[config.mk]
export PLATFORM = sky130hd
export DESIGN_NAME = fetch_mem_unit_flat
export DESIGN_NICKNAME = d
export VERILOG_FILES = /design/src/rtl/fetch_mem_unit_if.sv /design/src/rtl/fetch_mem_unit.sv /design/src/flat_wrapper.sv
export SDC_FILE = /design/constraint.sdc
export NUM_CORES = 1
export LEC_CHECK = 0
export BUFFER_PORTS_ARGS = -buffer_cell sky130_fd_sc_hd__buf_2
export CAP_MARGIN = 20
export CORE_ASPECT_RATIO = 0.5
export CORE_UTILIZATION = 50
export DETAILED_ROUTE_END_ITERATION = 7
export PLACE_DENSITY = 0.82
export SYNTH_ARGS = -nofsm -noshare
export SYNTH_HDL_FRONTEND = slang
export SYNTH_SLANG_ARGS = --single-unit
export TNS_END_PERCENT = 50
[constraint.sdc]
create_clock -name clk -period 2.1 [get_ports clk]
set_input_delay 0.105 -clock clk [delete_from_list [all_inputs] [get_ports clk]]
set_output_delay 0.105 -clock clk [all_outputs]
set_load 0.005 [all_outputs]
[src/rtl/fetch_mem_unit_if.sv]
// fetch_mem_unit_if: unified memory port bundle.
// Master side is the fetch/mem stage, slave is memory.
interface fetch_mem_unit_if;
  logic        mem_req;
  logic        mem_we;
  logic [31:0] mem_addr;
  logic [31:0] mem_wdata;
  logic [31:0] mem_rdata;
  logic        mem_ready;

  modport master (
    output mem_req,
    output mem_we,
    output mem_addr,
    output mem_wdata,
    input  mem_rdata,
    input  mem_ready
  );

  modport slave (
    input  mem_req,
    input  mem_we,
    input  mem_addr,
    input  mem_wdata,
    output mem_rdata,
    output mem_ready
  );
endinterface

[src/rtl/fetch_mem_unit.sv]
// fetch_mem_unit: PC/IR/MDR owner and memory handshake.
// Optional FETCH_MEM_PERF_EN adds instret/stall_cycles.
module fetch_mem_unit #(
  parameter int                ADDR_W   = 32,
  parameter logic [ADDR_W-1:0] RESET_PC = '0
) (
  input  logic              clk,
  input  logic              reset,
  input  logic              PC_Update,
  input  logic              Branch,
  input  logic              Zero,
  input  logic              AdrSrc,
  input  logic              Mem_Write,
  input  logic              IR_Write,
  input  logic [ADDR_W-1:0] Result,
  input  logic [ADDR_W-1:0] Write_Data,
  fetch_mem_unit_if.master  mem,
  output logic [ADDR_W-1:0] PC,
  output logic [ADDR_W-1:0] Old_PC,
  output logic [ADDR_W-1:0] Instr,
  output logic [6:0]        Op,
  output logic [ADDR_W-1:0] Data,
  output logic              Stall
`ifdef FETCH_MEM_PERF_EN
  ,
  output logic [31:0]       instret,
  output logic [31:0]       stall_cycles
`endif
);

  typedef enum logic {
    S_IDLE,
    S_WAIT
  } state_t;

  typedef enum logic [1:0] {
    K_NONE,
    K_FETCH,
    K_READ,
    K_WRITE
  } kind_t;

  state_t            state;
  kind_t             lat_kind;
  logic [ADDR_W-1:0] lat_addr;
  logic [ADDR_W-1:0] lat_wdata;

  logic              acc;
  kind_t             kind_in;
  kind_t             kind_c;
  logic              req_c;
  logic [ADDR_W-1:0] addr_c;
  logic [ADDR_W-1:0] wdata_c;
  logic [ADDR_W-1:0] sel_addr;
  logic              done;
  logic              pc_we;

  assign acc      = IR_Write | AdrSrc;
  assign sel_addr = AdrSrc ? Result : PC;

  // Classify the live request; AdrSrc overrides IR_Write.
  always_comb begin
    kind_in = K_NONE;
    unique case (1'b1)
      AdrSrc & Mem_Write:  kind_in = K_WRITE;
      AdrSrc & !Mem_Write: kind_in = K_READ;
      IR_Write & !AdrSrc:  kind_in = K_FETCH;
      default:             kind_in = K_NONE;
    endcase
  end

  // Port drive: live request in IDLE, frozen copy in WAIT.
  always_comb begin
    req_c   = 1'b0;
    addr_c  = '0;
    wdata_c = '0;
    kind_c  = K_NONE;
    if (state == S_IDLE) begin
      req_c   = acc;
      addr_c  = {sel_addr[ADDR_W-1:2], 2'b00};
      wdata_c = Write_Data;
      kind_c  = kind_in;
    end else begin
      req_c   = 1'b1;
      addr_c  = lat_addr;
      wdata_c = lat_wdata;
      kind_c  = lat_kind;
    end
  end

  assign mem.mem_req   = reset & req_c;
  assign mem.mem_we    = (kind_c == K_WRITE);
  assign mem.mem_addr  = addr_c;
  assign mem.mem_wdata = wdata_c;

  assign Stall = reset & req_c & !mem.mem_ready;
  assign done  = reset & req_c & mem.mem_ready;
  assign pc_we = (PC_Update | (Branch & Zero)) & !Stall;
  assign Op    = Instr[6:0];

  // Handshake FSM; latches the access when memory stalls.
  always_ff @(posedge clk or negedge reset) begin
    if (!reset) begin
      state     <= S_IDLE;
      lat_kind  <= K_NONE;
      lat_addr  <= '0;
      lat_wdata <= '0;
    end else begin
      unique case (state)
        S_IDLE: begin
          if (req_c && !mem.mem_ready) begin
            state     <= S_WAIT;
            lat_kind  <= kind_c;
            lat_addr  <= addr_c;
            lat_wdata <= wdata_c;
          end
        end
        S_WAIT: begin
          if (mem.mem_ready) begin
            state <= S_IDLE;
          end
        end
        default: state <= S_IDLE;
      endcase
    end
  end

  // Architectural registers updated on completion/PC write.
  always_ff @(posedge clk or negedge reset) begin
    if (!reset) begin
      PC     <= RESET_PC;
      Old_PC <= '0;
      Instr  <= '0;
      Data   <= '0;
    end else begin
      if (done && kind_c == K_FETCH) begin
        Instr  <= mem.mem_rdata;
        Old_PC <= PC;
      end
      if (done && kind_c == K_READ) begin
        Data <= mem.mem_rdata;
      end
      if (pc_we) begin
        PC <= Result;
      end
    end
  end

`ifdef FETCH_MEM_PERF_EN
  // Retired-fetch and stall-cycle counters, free-wrapping.
  always_ff @(posedge clk or negedge reset) begin
    if (!reset) begin
      instret      <= '0;
      stall_cycles <= '0;
    end else begin
      if (done && kind_c == K_FETCH) begin
        instret <= instret + 32'd1;
      end
      if (Stall) begin
        stall_cycles <= stall_cycles + 32'd1;
      end
    end
  end
`endif

endmodule

[src/flat_wrapper.sv]
// flat-port wrapper written by rule: the top's interface ports become plain ports
module fetch_mem_unit_flat 
#(
  parameter int                ADDR_W   = 32,
  parameter logic [ADDR_W-1:0] RESET_PC = '0
)
  (clk, reset, PC_Update, Branch, Zero, AdrSrc, Mem_Write, IR_Write, Result, Write_Data, PC, Old_PC, Instr, Op, Data, Stall, mem_mem_req, mem_mem_we, mem_mem_addr, mem_mem_wdata, mem_mem_rdata, mem_mem_ready);
  fetch_mem_unit_if mem_i ();
  input  logic clk;
  input  logic reset;
  input  logic PC_Update;
  input  logic Branch;
  input  logic Zero;
  input  logic AdrSrc;
  input  logic Mem_Write;
  input  logic IR_Write;
  input  logic [ADDR_W-1:0] Result;
  input  logic [ADDR_W-1:0] Write_Data;
  output logic [ADDR_W-1:0] PC;
  output logic [ADDR_W-1:0] Old_PC;
  output logic [ADDR_W-1:0] Instr;
  output logic [6:0] Op;
  output logic [ADDR_W-1:0] Data;
  output logic Stall;
  output wire logic [$bits(mem_i.mem_req)-1:0] mem_mem_req;
  output wire logic [$bits(mem_i.mem_we)-1:0] mem_mem_we;
  output wire logic [$bits(mem_i.mem_addr)-1:0] mem_mem_addr;
  output wire logic [$bits(mem_i.mem_wdata)-1:0] mem_mem_wdata;
  input wire logic [$bits(mem_i.mem_rdata)-1:0] mem_mem_rdata;
  input wire logic [$bits(mem_i.mem_ready)-1:0] mem_mem_ready;
  assign mem_mem_req = mem_i.mem_req;
  assign mem_mem_we = mem_i.mem_we;
  assign mem_mem_addr = mem_i.mem_addr;
  assign mem_mem_wdata = mem_i.mem_wdata;
  assign mem_i.mem_rdata = mem_mem_rdata;
  assign mem_i.mem_ready = mem_mem_ready;
  fetch_mem_unit #(.ADDR_W(ADDR_W), .RESET_PC(RESET_PC)) u_core (.clk(clk), .reset(reset), .PC_Update(PC_Update), .Branch(Branch), .Zero(Zero), .AdrSrc(AdrSrc), .Mem_Write(Mem_Write), .IR_Write(IR_Write), .Result(Result), .Write_Data(Write_Data), .mem(mem_i), .PC(PC), .Old_PC(Old_PC), .Instr(Instr), .Op(Op), .Data(Data), .Stall(Stall));
endmodule
; Yosys cells after proc, flatten, opt, wreduce, memory -nomap -nowiden
; Index checks and enable logic that the tools add are counted.
[totals]
ff_bits = 195
[classes]
n_mux = 9
n_reduce_logical = 8
bitwise_logic = 11
eq_ne = 3
[op_table]
columns = operator, n
row1 = $mux 32, 3
row2 = $and 1x1->1, 8
row3 = $pmux 2 s3, 1
row4 = $eq 2x2->1 const B, 2
row5 = $logic_not 1->1, 4
row6 = $logic_and 1x1->1, 3
row7 = $mux 1, 3
row8 = $eq 2x1->1 const B, 1
row9 = $mux 2, 1
row10 = $or 1x1->1, 2
row11 = $pmux 1 s2, 1
row12 = $reduce_and 2->1, 1
row13 = $not 1->1, 1

; Longest topological paths before layout
; Gate-level depths: netlist of run 1.
[depth]
word_depth = 6
depth_mapped = 6
ltp_nobuf = 3

; Worst setup path after synthesis of run 1
; Ideal clock, no wire load.
[synth_path]
path_type = register to register
from = reg u_core.state
to = reg u_core.Instr[0]
period_less_slack_ns = 1.857
required_ns = 1.973
slack_ns = 0.243
arrival_time_ns = 1.729
stages_incl_launch_ff = 6
n_path_buf = 2
cell_sequence = dfrtp_1 buf_2 or3b_1 a21oi_4 buf_6 mux2_1
[synth_via]
elab_chain_cells = 4
[synth_lines]
columns = element, line
row1 = from (decl), fetch_mem_unit.sv:43  ; state_t state;
row2 = from (signal assigned), fetch_mem_unit.sv:104  ; state <= S_IDLE;
row3 = from (signal assigned), fetch_mem_unit.sv:112  ; state <= S_WAIT;
row4 = from (signal assigned), fetch_mem_unit.sv:120  ; state <= S_IDLE;
row5 = $mux 1, fetch_mem_unit.sv:78  ; if (state == S_IDLE) begin
row6 = $and 1x1->1 (2 in series), fetch_mem_unit.sv:97  ; assign done = reset & req_c & mem.mem_ready;
row7 = $logic_and 1x1->1 *, fetch_mem_unit.sv:136  ; if (done && kind_c == K_FETCH) begin
row8 = to (signal assigned), fetch_mem_unit.sv:137  ; Instr <= mem.mem_rdata;
row9 = to (decl), fetch_mem_unit.sv:20  ; output logic [ADDR_W-1:0] Instr,
; Every way passes the cells marked *; elsewhere a longest branch is shown, timed or not.
; A chain may end at the register's enable or synchronous reset.

; Final worst setup path of run 1
[layout_path]
from = reg u_core.state
to = out mem_mem_wdata[17]
[layout_via]
elab_chain_cells = 1
[layout_lines]
columns = element, line
row1 = $mux 32, fetch_mem_unit.sv:78
row2 = to (decl), flat_wrapper.sv:28  ; output wire logic [$bits(mem_i.mem_wdata)-1:0] mem_mem_wdata;
; Every way passes these cells.

==> results by group, run 1 <==
GRT
  • Gr usage total: 0.237
  • Initial antenna violation count: 0
  • First-pass GRT wire length: 32000 µm
  • Largest net degree at the start of global routing: 146
  • Vias in the first global route: 6256
  • GRT overflow: 0

Run status
  • Status: finished clean

Finish
  • Final non-filler cell total: 1172
  • Commonest cells after routing, fill and taps aside: buf_2, mux2_2, dfrtp_1, dlygate4sd3_1, mux2_1
  • Antenna diode count: 0
  • Layout cells sized above 1: 0.610
  • Fin nets: 1038
  • Most common cell after layout, fill and taps aside: buf_2
  • Area Overhead vs Synth: 38.9%

Setup path
  • Worst path required time: 2.00 ns
  • Critical path type: reg2out
  • R2R Setup Slk: 0.21 ns
  • Maximum fanout along the worst path: 49
  • Startpoint Class: flop
  • Critical path endpoint category: output port
  • CP top delay family: buffers and inverters
  • CP bufs+invs: 2
  • RR Endpoint: u_core.Instr[30]
  • Critical Path, Cell by Cell: buf_6, mux2_2, buf_2
  • Reg-to-reg startpoint: u_core.state
  • Worst path slowest cell: dfrtp_2
  • Crit-path max cell delay: 0.43 ns
  • R2R depth: 4
  • Crit path DAT: 1.84 ns

Place
  • Setup WS pre-CTS: 0.208 ns
  • Final HPWL DP: 13100 µm
  • RD Place Congestion: 0.785
  • Placed insts: 1050
  • Port Buffers: 306

Floorplanning
  • Starting Density: 0.514
  • I/O pin cnt: 307
  • Core Box Area: 0.0165 mm²
  • Die extent in x: 186 µm
  • Die H: 94.0 µm
  • Rows: 33
  • Die ar.: 0.0175 mm²

Logic synthesis
  • Avg Inst Size Synth: 15.6 µm²
  • Post-Synthesis Net Count: 646
  • Synth Instances: 541
  • Sequential fraction of the synthesis area: 0.576
  • #FFs+latches synth: 195
  • Library cells used by synthesis: 23
  • Netlist area before placement: 0.00847 mm²
  • Syn. warnings: 0

STA
  • Rel. slew slack: 0.496
  • Tmin final: 1.94 ns
  • Setup Viol. Count Final: 0
  • Final worst path period share: 0.925
  • Slew @ Worst Pin: 0.756 ns
  • Setup TNS: 0 ns
  • Final Hold Violating Endpoints: 0
  • Final Skew: 0.0194 ns
  • Final number of max-transition violations: 0
  • RSZ-0062 raised after global routing: false
  • Min setup slack post-route: 0.158 ns
  • Fmax: 0.515 GHz

Detailed routing
  • Via count: 5963
  • Vias per cell: 5.09
  • DRC: 0
  • DR iter-0 viols: 190
  • Post-route ant nets: 0
  • TritonRoute pass-1 iters: 4
  • Avg WL per Cell: 17.3 µm
  • Final WL: 20300 µm

Clocking
  • CTS sink count: 195
  • CTS root buffer: clkbuf_16
  • Clk_lat worst skew: 0.43 ns
  • Cts bufs inserted: 17
  • Clock-pin slew on the worst setup and hold paths: 0.08 ns
  • H-tree depth: 4
  • CTS tree: done
  • Clk buf depth: 2

Pwr
  • Max IR drop VDD: 0.604 mV
  • Power Density: 997 mW/mm²
  • Static leakage: 0.00551 µW

Worst hold path
  • Worst Hold Class: in2async

Flow run
  • Max-cap violations: 0
## cell usage after synthesis (all sizes together)
cell type | n | area, µm²
a21o | 1 | 7.51
a21oi | 2 | 25.0
a32oi | 1 | 8.76
and2 | 4 | 25.0
buf | 33 | 221
clkbuf | 5 | 18.8
dfrtp | 195 | 4880
inv | 2 | 7.51
mux2 | 283 | 3190
nand2 | 2 | 7.51
nand3 | 1 | 5.00
nand3b | 2 | 15.0
nor2 | 3 | 11.3
nor3 | 2 | 10.0
o21ai | 2 | 10.0
o31a | 1 | 8.76
or3b | 2 | 17.5
## layer usage
metal | routed length, µm | share of wire | up-vias | global-route usage
met5 | 0 | 0 | - | 0
met4 | 259 | 0.013 | 0 | 0.0697
met3 | 977 | 0.048 | 20 | 0.0593
met2 | 11200 | 0.55 | 163 | 0.451
met1 | 7920 | 0.39 | 3057 | 0.261
li1 | - | - | 2723 | -
## sequential cells by signal (all words and copies together) (netlist names)
register	flops
u_core.lat_addr	32
u_core.Instr	32
u_core.lat_wdata	32
u_core.PC	32
u_core.state	1
u_core.lat_kind	2
u_core.Old_PC	32
u_core.Data	32
## how the worst max path moves through the flow
stage,start,end,slack [ns],cells past startpoint
detailed placement,u_core.state,u_core.Instr[28],0.21,4
global route,u_core.state,mem_mem_wdata[31],0.07,3
floorplan,u_core.state,u_core.Instr[0],0.24,5
finish,u_core.state,mem_mem_wdata[17],0.16,3
CTS,u_core.state,mem_mem_wdata[31],0.15,3
global placement,u_core.state,u_core.Old_PC[0],0.27,4
## through the flow
step / instance area, µm² / power [µW] / utilization / hold WS (ns)
after floorplan: 8470 / 6820 / - / -0.191
after global routing: 11800 / 12400 / 0.714 / 0.0596
after detailed placement: 10200 / 8340 / 0.622 / -0.0495
final: 11800 / 11700 / 0.714 / 0.0689
after CTS: 11800 / 11800 / 0.714 / 0.0469
after global placement: 10200 / 8160 / 0.622 / -0.0489
## report_power, final
group | internal [µW] | switching (µW)
logic | 1830 | 1210
clock network | 1850 | 1470
registers | 4800 | 578
total | 8470 | 3260
## cell families (layout without fill, tap and decap cells)
| group | count (synthesis) | count (layout) | share of synthesized area |
|---|---|---|---|
| AOI/OAI and AO/OA | 7 | 7 | 0.00710 |
| muxes | 283 | 283 | 0.376 |
| and+or+nand+nor | 16 | 16 | 0.0108 |
| buffers and inverters | 40 | 444 | 0.0293 |
| DFF | 195 | 195 | 0.576 |
## cell type report
type,instances,area (µm²)
clock inverters,11,141
well taps,227,284
fillers,1132,4710
multi-input cells,306,3360
repair buffers,411,2640
inverters,2,7.51
clock buffers,20,457
flip-flops and latches,195,4880
## repair_timing
action,CTS,global route
hold buffers,91,0
setup buffers,0,0
gates resized for setup,1,0
endpoints found under the setup margin,1,0
endpoints found under the hold margin,317,0
No activity file was read; power rests on OpenSTA's default activity.
==> inputs of run 2 (changes only) <==
--- a/config.mk
+++ b/config.mk
@@ -10,7 +10,7 @@
 export CORE_ASPECT_RATIO = 0.5
 export CORE_UTILIZATION = 50
 export DETAILED_ROUTE_END_ITERATION = 7
-export PLACE_DENSITY = 0.82
+export PLACE_DENSITY_LB_ADDON = 0.05
 export SYNTH_ARGS = -nofsm -noshare
 export SYNTH_HDL_FRONTEND = slang
 export SYNTH_SLANG_ARGS = --single-unit
==> results by group, run 2 (same netlist as run 1, synthesis figures left out) <==
Place
  • RD Place Congestion: 0.719 (-8.4%)
  • Final HPWL DP: 13600 µm (+4.2%)
  • Placed insts: 1051 (+0.095%)
  • Port Buffers: 306 (unchanged)

Floorplanning
  • Rows: 33 (unchanged)
  • Core Box Area: 0.0165 mm² (unchanged)
  • Die extent in x: 186 µm (unchanged)
  • I/O pin cnt: 307 (unchanged)
  • Die ar.: 0.0175 mm² (unchanged)
  • Starting Density: 0.514 (unchanged)
  • Die H: 94.0 µm (unchanged)

Setup path
  • Crit path DAT: 1.88 ns (+0.04 ns)
  • Critical path endpoint category: output port
  • Critical path type: reg2out
  • Maximum fanout along the worst path: 37 (-24%)
  • Worst path required time: 2.00 ns (about the same)
  • CP bufs+invs: 3 (+1)
  • Startpoint Class: flop
  • Crit-path max cell delay: 0.40 ns (-0.03 ns)
  • Worst path slowest cell: dfrtp_2
  • Critical Path, Cell by Cell: buf_4, buf_6, mux2_2, buf_2
  • CP top delay family: buffers and inverters

Flow run
  • Max-cap violations: 0 (unchanged)

Clocking
  • H-tree depth: 4 (unchanged)
  • CTS sink count: 195 (unchanged)
  • Clk_lat worst skew: 0.43 ns (about the same)
  • Cts bufs inserted: 17 (unchanged)
  • Total setup buffers inserted after CTS: 0 (unchanged)
  • CTS tree: done
  • Clk buf depth: 2 (unchanged)
  • Clock-pin slew on the worst setup and hold paths: 0.06 ns (-0.02 ns)
  • CTS root buffer: clkbuf_16

Pwr
  • Sw Share: 0.274 (-0.00357)
  • Comb pwr share: 0.259 (about the same)
  • Power Density: 996 mW/mm² (about the same)
  • Power Internal: 8490 µW (+0.25%)
  • Sw power: 3210 µW (-1.5%)
  • Max IR drop VDD: 0.623 mV (+3.2%)
  • Static leakage: 0.00550 µW (-0.15%)
  • Seq pwr share: 0.458 (about the same)
  • Clock power frac: 0.283 (about the same)

Run status
  • Status: finished clean

Detailed routing
  • DR iter-0 viols: 195 (+2.6%)
  • TritonRoute pass-1 iters: 4 (unchanged)
  • Avg WL per Cell: 17.3 µm (-0.35%)
  • DRC: 0 (unchanged)
  • Post-route ant nets: 0 (unchanged)
  • Via count: 5873 (-1.5%)
  • Vias per cell: 5.02 (-1.3%)
  • Final WL: 20200 µm (-0.52%)

STA
  • Fmax: 0.503 GHz (-2.3%)
  • RSZ-0062 raised after global routing: false
  • Tmin final: 1.99 ns (+0.0465 ns)
  • Setup Viol. Count Final: 0 (unchanged)
  • Setup TNS: 0 ns (unchanged)
  • Slew @ Worst Pin: 0.738 ns (-0.0177 ns)
  • Rel. slew slack: 0.508 (+0.0118)
  • Final worst path period share: 0.947 (+0.0221)
  • WHS: 0.0258 ns (-0.0431 ns)
  • Final Hold Violating Endpoints: 0 (unchanged)
  • Final Skew: 0.0140 ns (-0.00540 ns)
  • Final number of max-transition violations: 0 (unchanged)

GRT
  • Initial antenna violation count: 1 (+1)
  • Vias in the first global route: 6193 (-1.0%)
  • Largest net degree at the start of global routing: 134 (-8.2%)
  • GRT overflow: 0 (unchanged)
  • First-pass GRT wire length: 31500 µm (-1.5%)
  • Gr usage total: 0.236 (-0.00155)

Finish
  • Fill cell count: 1176 (+3.9%)
  • Area Overhead vs Synth: 38.7%
  • Layout cells sized above 1: 0.611 (+0.00194)
  • Commonest cells after routing, fill and taps aside: buf_2, mux2_2, dfrtp_1, dlygate4sd3_1, mux2_1
  • Most common cell after layout, fill and taps aside: buf_2
  • Fin nets: 1038 (unchanged)
  • Final non-filler cell total: 1170 (-0.17%)

Worst hold path
  • Worst Hold Class: in2reg
==> run 2: cell count changes in the layout (fill, tap and decap cells not counted), sizes merged <==
cell         previous run  this run
clkbuf                 21        18
bufinv                  2         3
diode                   0         1
dlygate4sd3            91        90
buf                   319       320
clkinv                  2         1
==> run 2: what timing repair did <==
item / CTS / global route
gates resized for setup: 1 / 0
hold buffers: 90 / 0
setup endpoints to repair: 34 / 0
hold endpoints to repair: 316 / 0
==> run 2: per-layer routing <==
layer | global-route usage | wire (µm) | vias to the layer above
li1 | - | - | 2720
met5 | 0 | 0 | -
met1 | 0.274 | 8350 | 2987
met2 | 0.421 | 10500 | 154
met4 | 0.0676 | 190 | 0
met3 | 0.0721 | 1180 | 12
==> run 2: layout make-up <==
type	count	area, µm²	share of cell area
antenna	1	2.50	0.000213
clock buffer	17	425	0.0362
clock inverter	11	154	0.0131
inverter	2	7.51	0.000639
multi-input combinational	306	3360	0.286
sequential	195	4880	0.416
tap	227	284	0.0242
timing repair buffer	411	2630	0.224
==> run 2: power groups by stage <==
stage | clock (µW) | combinational [µW] | sequential [µW]
finish | 3310 | 3030 | 5360
global route | 3520 | 3360 | 5500
floorplan | 0 | 1420 | 5400
global placement | 0 | 2860 | 5350
CTS | 3390 | 3080 | 5350
detailed placement | 0 | 2930 | 5420
==> run 2: stage by stage <==
| step | setup slack (ns) | power (µW) | util | instance area [µm²] |
|---|---|---|---|---|
| after floorplan | 0.243 | 6820 | - | 8470 |
| after global placement | 0.267 | 8200 | 0.623 | 10300 |
| after detailed placement | 0.192 | 8350 | 0.623 | 10300 |
| after CTS | 0.0750 | 11800 | 0.713 | 11700 |
| after global routing | 0.00149 | 12400 | 0.713 | 11700 |
| final | 0.111 | 11700 | 0.713 | 11700 |
==> run 2: final timing paths <==
path                       slack (ns)                  to  depth (start not counted)            from
min in group asynchronous        0.08  u_core.lat_kind[0]                          2           reset
max reg2reg                      0.22       u_core.PC[12]                          5    u_core.state
min                              0.03  u_core.lat_kind[0]                          3       Mem_Write
max in group asynchronous        1.12     u_core.Data[29]                          3           reset
min reg2reg                      0.48      u_core.Data[4]                          1  u_core.Data[4]
max                              0.11    mem_mem_addr[26]                          4    u_core.state
==> run 2: tightest hold or removal path, cell delays in order <==
cell	delay, ns
buf_2	0.11
nand2_1	0.09
a32oi_1	0.10
==> inputs of run 3 (changes only) <==
--- a/config.mk
+++ b/config.mk
@@ -5,9 +5,11 @@
 export SDC_FILE = /design/constraint.sdc
 export NUM_CORES = 1
 export LEC_CHECK = 0
+export ABC_AREA = 1
 export BUFFER_PORTS_ARGS = -buffer_cell sky130_fd_sc_hd__buf_2
 export CAP_MARGIN = 20
 export CORE_ASPECT_RATIO = 0.5
+export CORE_MARGIN = 2
 export CORE_UTILIZATION = 50
 export DETAILED_ROUTE_END_ITERATION = 7
 export PLACE_DENSITY_LB_ADDON = 0.05
==> results by group, run 3 <==
Detailed routing
  • Final WL: 24700 µm (+22%)
  • TritonRoute pass-1 iters: 5 (+1)
  • Avg WL per Cell: 14.5 µm (-16%)
  • Via count: 8291 (+41%)
  • DR iter-0 viols: 465 (+140%)
  • Post-route ant nets: 0 (unchanged)
  • DRC: 0 (unchanged)
  • Vias per cell: 4.87 (-3.1%)

Logic synthesis
  • Most used DFF post-synth: dfrtp_1
  • Syn. warnings: 0 (unchanged)
  • Sequential fraction of the synthesis area: 0.549 (-0.0279)
  • Library cells used by synthesis: 24 (+4.3%)
  • Leading cell types by count after synthesis: nand2_1, dfrtp_1, o21ai_0
  • EDFF count, synth: 0 (unchanged)
  • Post-Synthesis Net Count: 1204 (+86%)
  • Netlist area before placement: 0.00890 mm² (+5.1%)
  • Synth top area share: 0.549 (-0.0279)
  • Asr flop ratio synth: 1.00 (unchanged)
  • #FFs+latches synth: 195 (unchanged)
  • Synth Instances: 1099 (+100%)
  • Avg Inst Size Synth: 8.09 µm² (-48%)
  • Top-count cell post-synth: nand2_1
  • Synth top area cells: dfrtp_1, nand2_1, o21ai_0, inv_1, nand3_1
  • Area leader, netlist: dfrtp_1

STA
  • Final number of max-transition violations: 0 (unchanged)
  • Fmax: 0.541 GHz (+7.5%)
  • Setup Viol. Count Final: 0 (unchanged)
  • Final worst path period share: 0.881 (-0.0663)
  • Setup TNS: 0 ns (unchanged)
  • Rel. slew slack: 0.370 (-0.138)
  • Tmin final: 1.85 ns (-0.139 ns)
  • Final Hold Violating Endpoints: 0 (unchanged)
  • WHS: 0.0202 ns (-0.00562 ns)
  • Slew @ Worst Pin: 0.945 ns (+0.207 ns)
  • Final Skew: 0.0126 ns (-0.00139 ns)
  • RSZ-0062 raised after global routing: false

Flow run
  • Max-cap violations: 0 (unchanged)

Clocking
  • CTS sink count: 195 (unchanged)
  • CTS root buffer: clkbuf_16
  • Cts repair resizes: 0 (-1)
  • Cts bufs inserted: 17 (unchanged)
  • Cts hold-fix bufs: 89 (-1.1%)
  • CTS tree: done
  • Clk_lat worst skew: 0.43 ns (about the same)
  • H-tree depth: 4 (unchanged)
  • Clock-pin slew on the worst setup and hold paths: 0.07 ns (about the same)
  • Total setup buffers inserted after CTS: 0 (unchanged)
  • Clk buf depth: 2 (unchanged)

Pwr
  • Tot Pwr: 11500 µW (-1.4%)
  • Max IR drop VDD: 0.598 mV (-4.0%)
  • Sw power: 3730 µW (+16%)
  • Seq pwr share: 0.453 (-0.005)
  • Clock power frac: 0.282 (about the same)
  • Comb pwr share: 0.265 (+0.006)
  • Static leakage: 0.00660 µW (+20%)
  • Power Density: 960 mW/mm² (-3.7%)
  • Power Internal: 7810 µW (-8.0%)
  • Sw Share: 0.323 (+0.0489)

Setup path
  • Startpoint Class: flop
  • Worst path required time: 2.00 ns (about the same)
  • Critical path type: reg2out
  • CP Launch Point: u_core.state
  • Crit path capture: mem_mem_wdata[23]
  • Critical Path, Cell by Cell: inv_4, buf_4, nand2_1, o21ai_0, buf_2
  • Maximum fanout along the worst path: 39 (+5.4%)
  • Crit path DAT: 1.74 ns (-0.14 ns)
  • RR Endpoint: u_core.lat_wdata[29]
  • CP bufs+invs: 3 (unchanged)
  • R2R depth: 5 (unchanged)
  • Critical path endpoint category: output port
  • Worst path slowest cell: dfrtp_1
  • Reg-to-reg startpoint: u_core.state
  • CP top delay family: buffers and inverters
  • Crit-path max cell delay: 0.45 ns (+0.05 ns)
  • Stages on worst setup path: 5 (+1)
  • R2R Setup Slk: 0.46 ns (+0.24 ns)

Run status
  • Status: finished clean

Finish
  • Antenna diode count: 0 (-1)
  • Most common cell after layout, fill and taps aside: nand2_1
  • Final non-filler cell total: 1704 (+46%)
  • Fill cell count: 1455 (+24%)
  • Area Overhead vs Synth: 35.1%
  • Layout cells sized above 1: 0.253 (-0.358)
  • Fin nets: 1562 (+50%)
  • Commonest cells after routing, fill and taps aside: nand2_1, buf_2, dfrtp_1, o21ai_0, inv_1
  • Final core utilization: 0.691 (-0.0220)

Floorplanning
  • Rows: 34 (+3.0%)
  • Die extent in x: 193 µm (+3.6%)
  • Core Box Area: 0.0174 mm² (+5.6%)
  • Die ar.: 0.0189 mm² (+8.3%)
  • Starting Density: 0.511 (-0.00257)
  • I/O pin cnt: 307 (unchanged)
  • Die H: 98.3 µm (+4.6%)

GRT
  • Initial antenna violation count: 0 (-1)
  • First-pass GRT wire length: 39700 µm (+26%)
  • GRT overflow: 0 (unchanged)
  • Gr usage total: 0.265 (+0.0289)
  • Largest net degree at the start of global routing: 121 (-9.7%)
  • Vias in the first global route: 7955 (+28%)

Place
  • RD Place Congestion: 0.814 (+13%)
  • Port Buffers: 306 (unchanged)
  • Placed insts: 1583 (+51%)
  • Final HPWL DP: 16000 µm (+17%)

Worst hold path
  • Worst Hold Class: in2reg
  • Worst hold stages: 4 (+1)
-- run 3: area by class of cell --
type,count,area [µm²],area share
flip-flops and latches,195,4880,0.406
multi-input cells,693,3100,0.258
repair buffers,414,2650,0.220
inverters,136,513,0.0427
clock buffers,18,439,0.0365
well taps,234,293,0.0244
clock inverters,14,145,0.0121
-- run 3: worst min path at each step --
stage	startpoint	slack (ns)	endpoint
3_5_place_dp	reset	0.32	u_core.lat_addr[26]
2_1_floorplan	reset	-0.19	u_core.Data[0]
3_3_place_gp	reset	0.32	u_core.lat_addr[23]
4_1_cts	mem_mem_ready	0.01	u_core.state
6_report	mem_mem_ready	0.02	u_core.state
5_1_grt	mem_mem_ready	0.03	u_core.state
-- run 3: stage by stage --
stage | cell area (µm²) | setup slack, ns
after floorplan | 8900 | 0.694
after global placement | 10500 | 0.536
after detailed placement | 10500 | 0.485
after CTS | 12000 | 0.227
after global routing | 12000 | 0.136
final | 12000 | 0.250
-- run 3: worst min-delay path, delay by kind of cell --
family / cells / cell delay, ns
buffers and inverters: 3 / 0.22
and+or+nand+nor: 1 / 0.08
-- run 3: power groups by stage --
stage,combinational (µW),sequential [µW],clock (µW)
finish,3050,5230,3250
global route,3480,5340,3470
CTS,3070,5220,3320
detailed placement,2920,5290,0
global placement,2860,5250,0
floorplan,1420,5290,0
-- run 3: cells by family (layout without fill, tap and decap cells) --
| group | after synthesis | count (layout) | synth area share |
|---|---|---|---|
| AO/OA/AOI/OAI | 220 | 220 | 0.134 |
| buffers and inverters | 211 | 582 | 0.104 |
| flip-flops | 195 | 195 | 0.549 |
| AND/OR/NAND/NOR | 473 | 473 | 0.214 |
-- run 3: per-layer routing --
metal,global-route usage,part of all wire,routed length [µm],vias up
met5,0,0,0,-
met4,0.0834,0.021,510,0
met3,0.0590,0.062,1530,43
met2,0.430,0.47,11700,254
met1,0.356,0.44,11000,3852
li1,-,-,-,4142
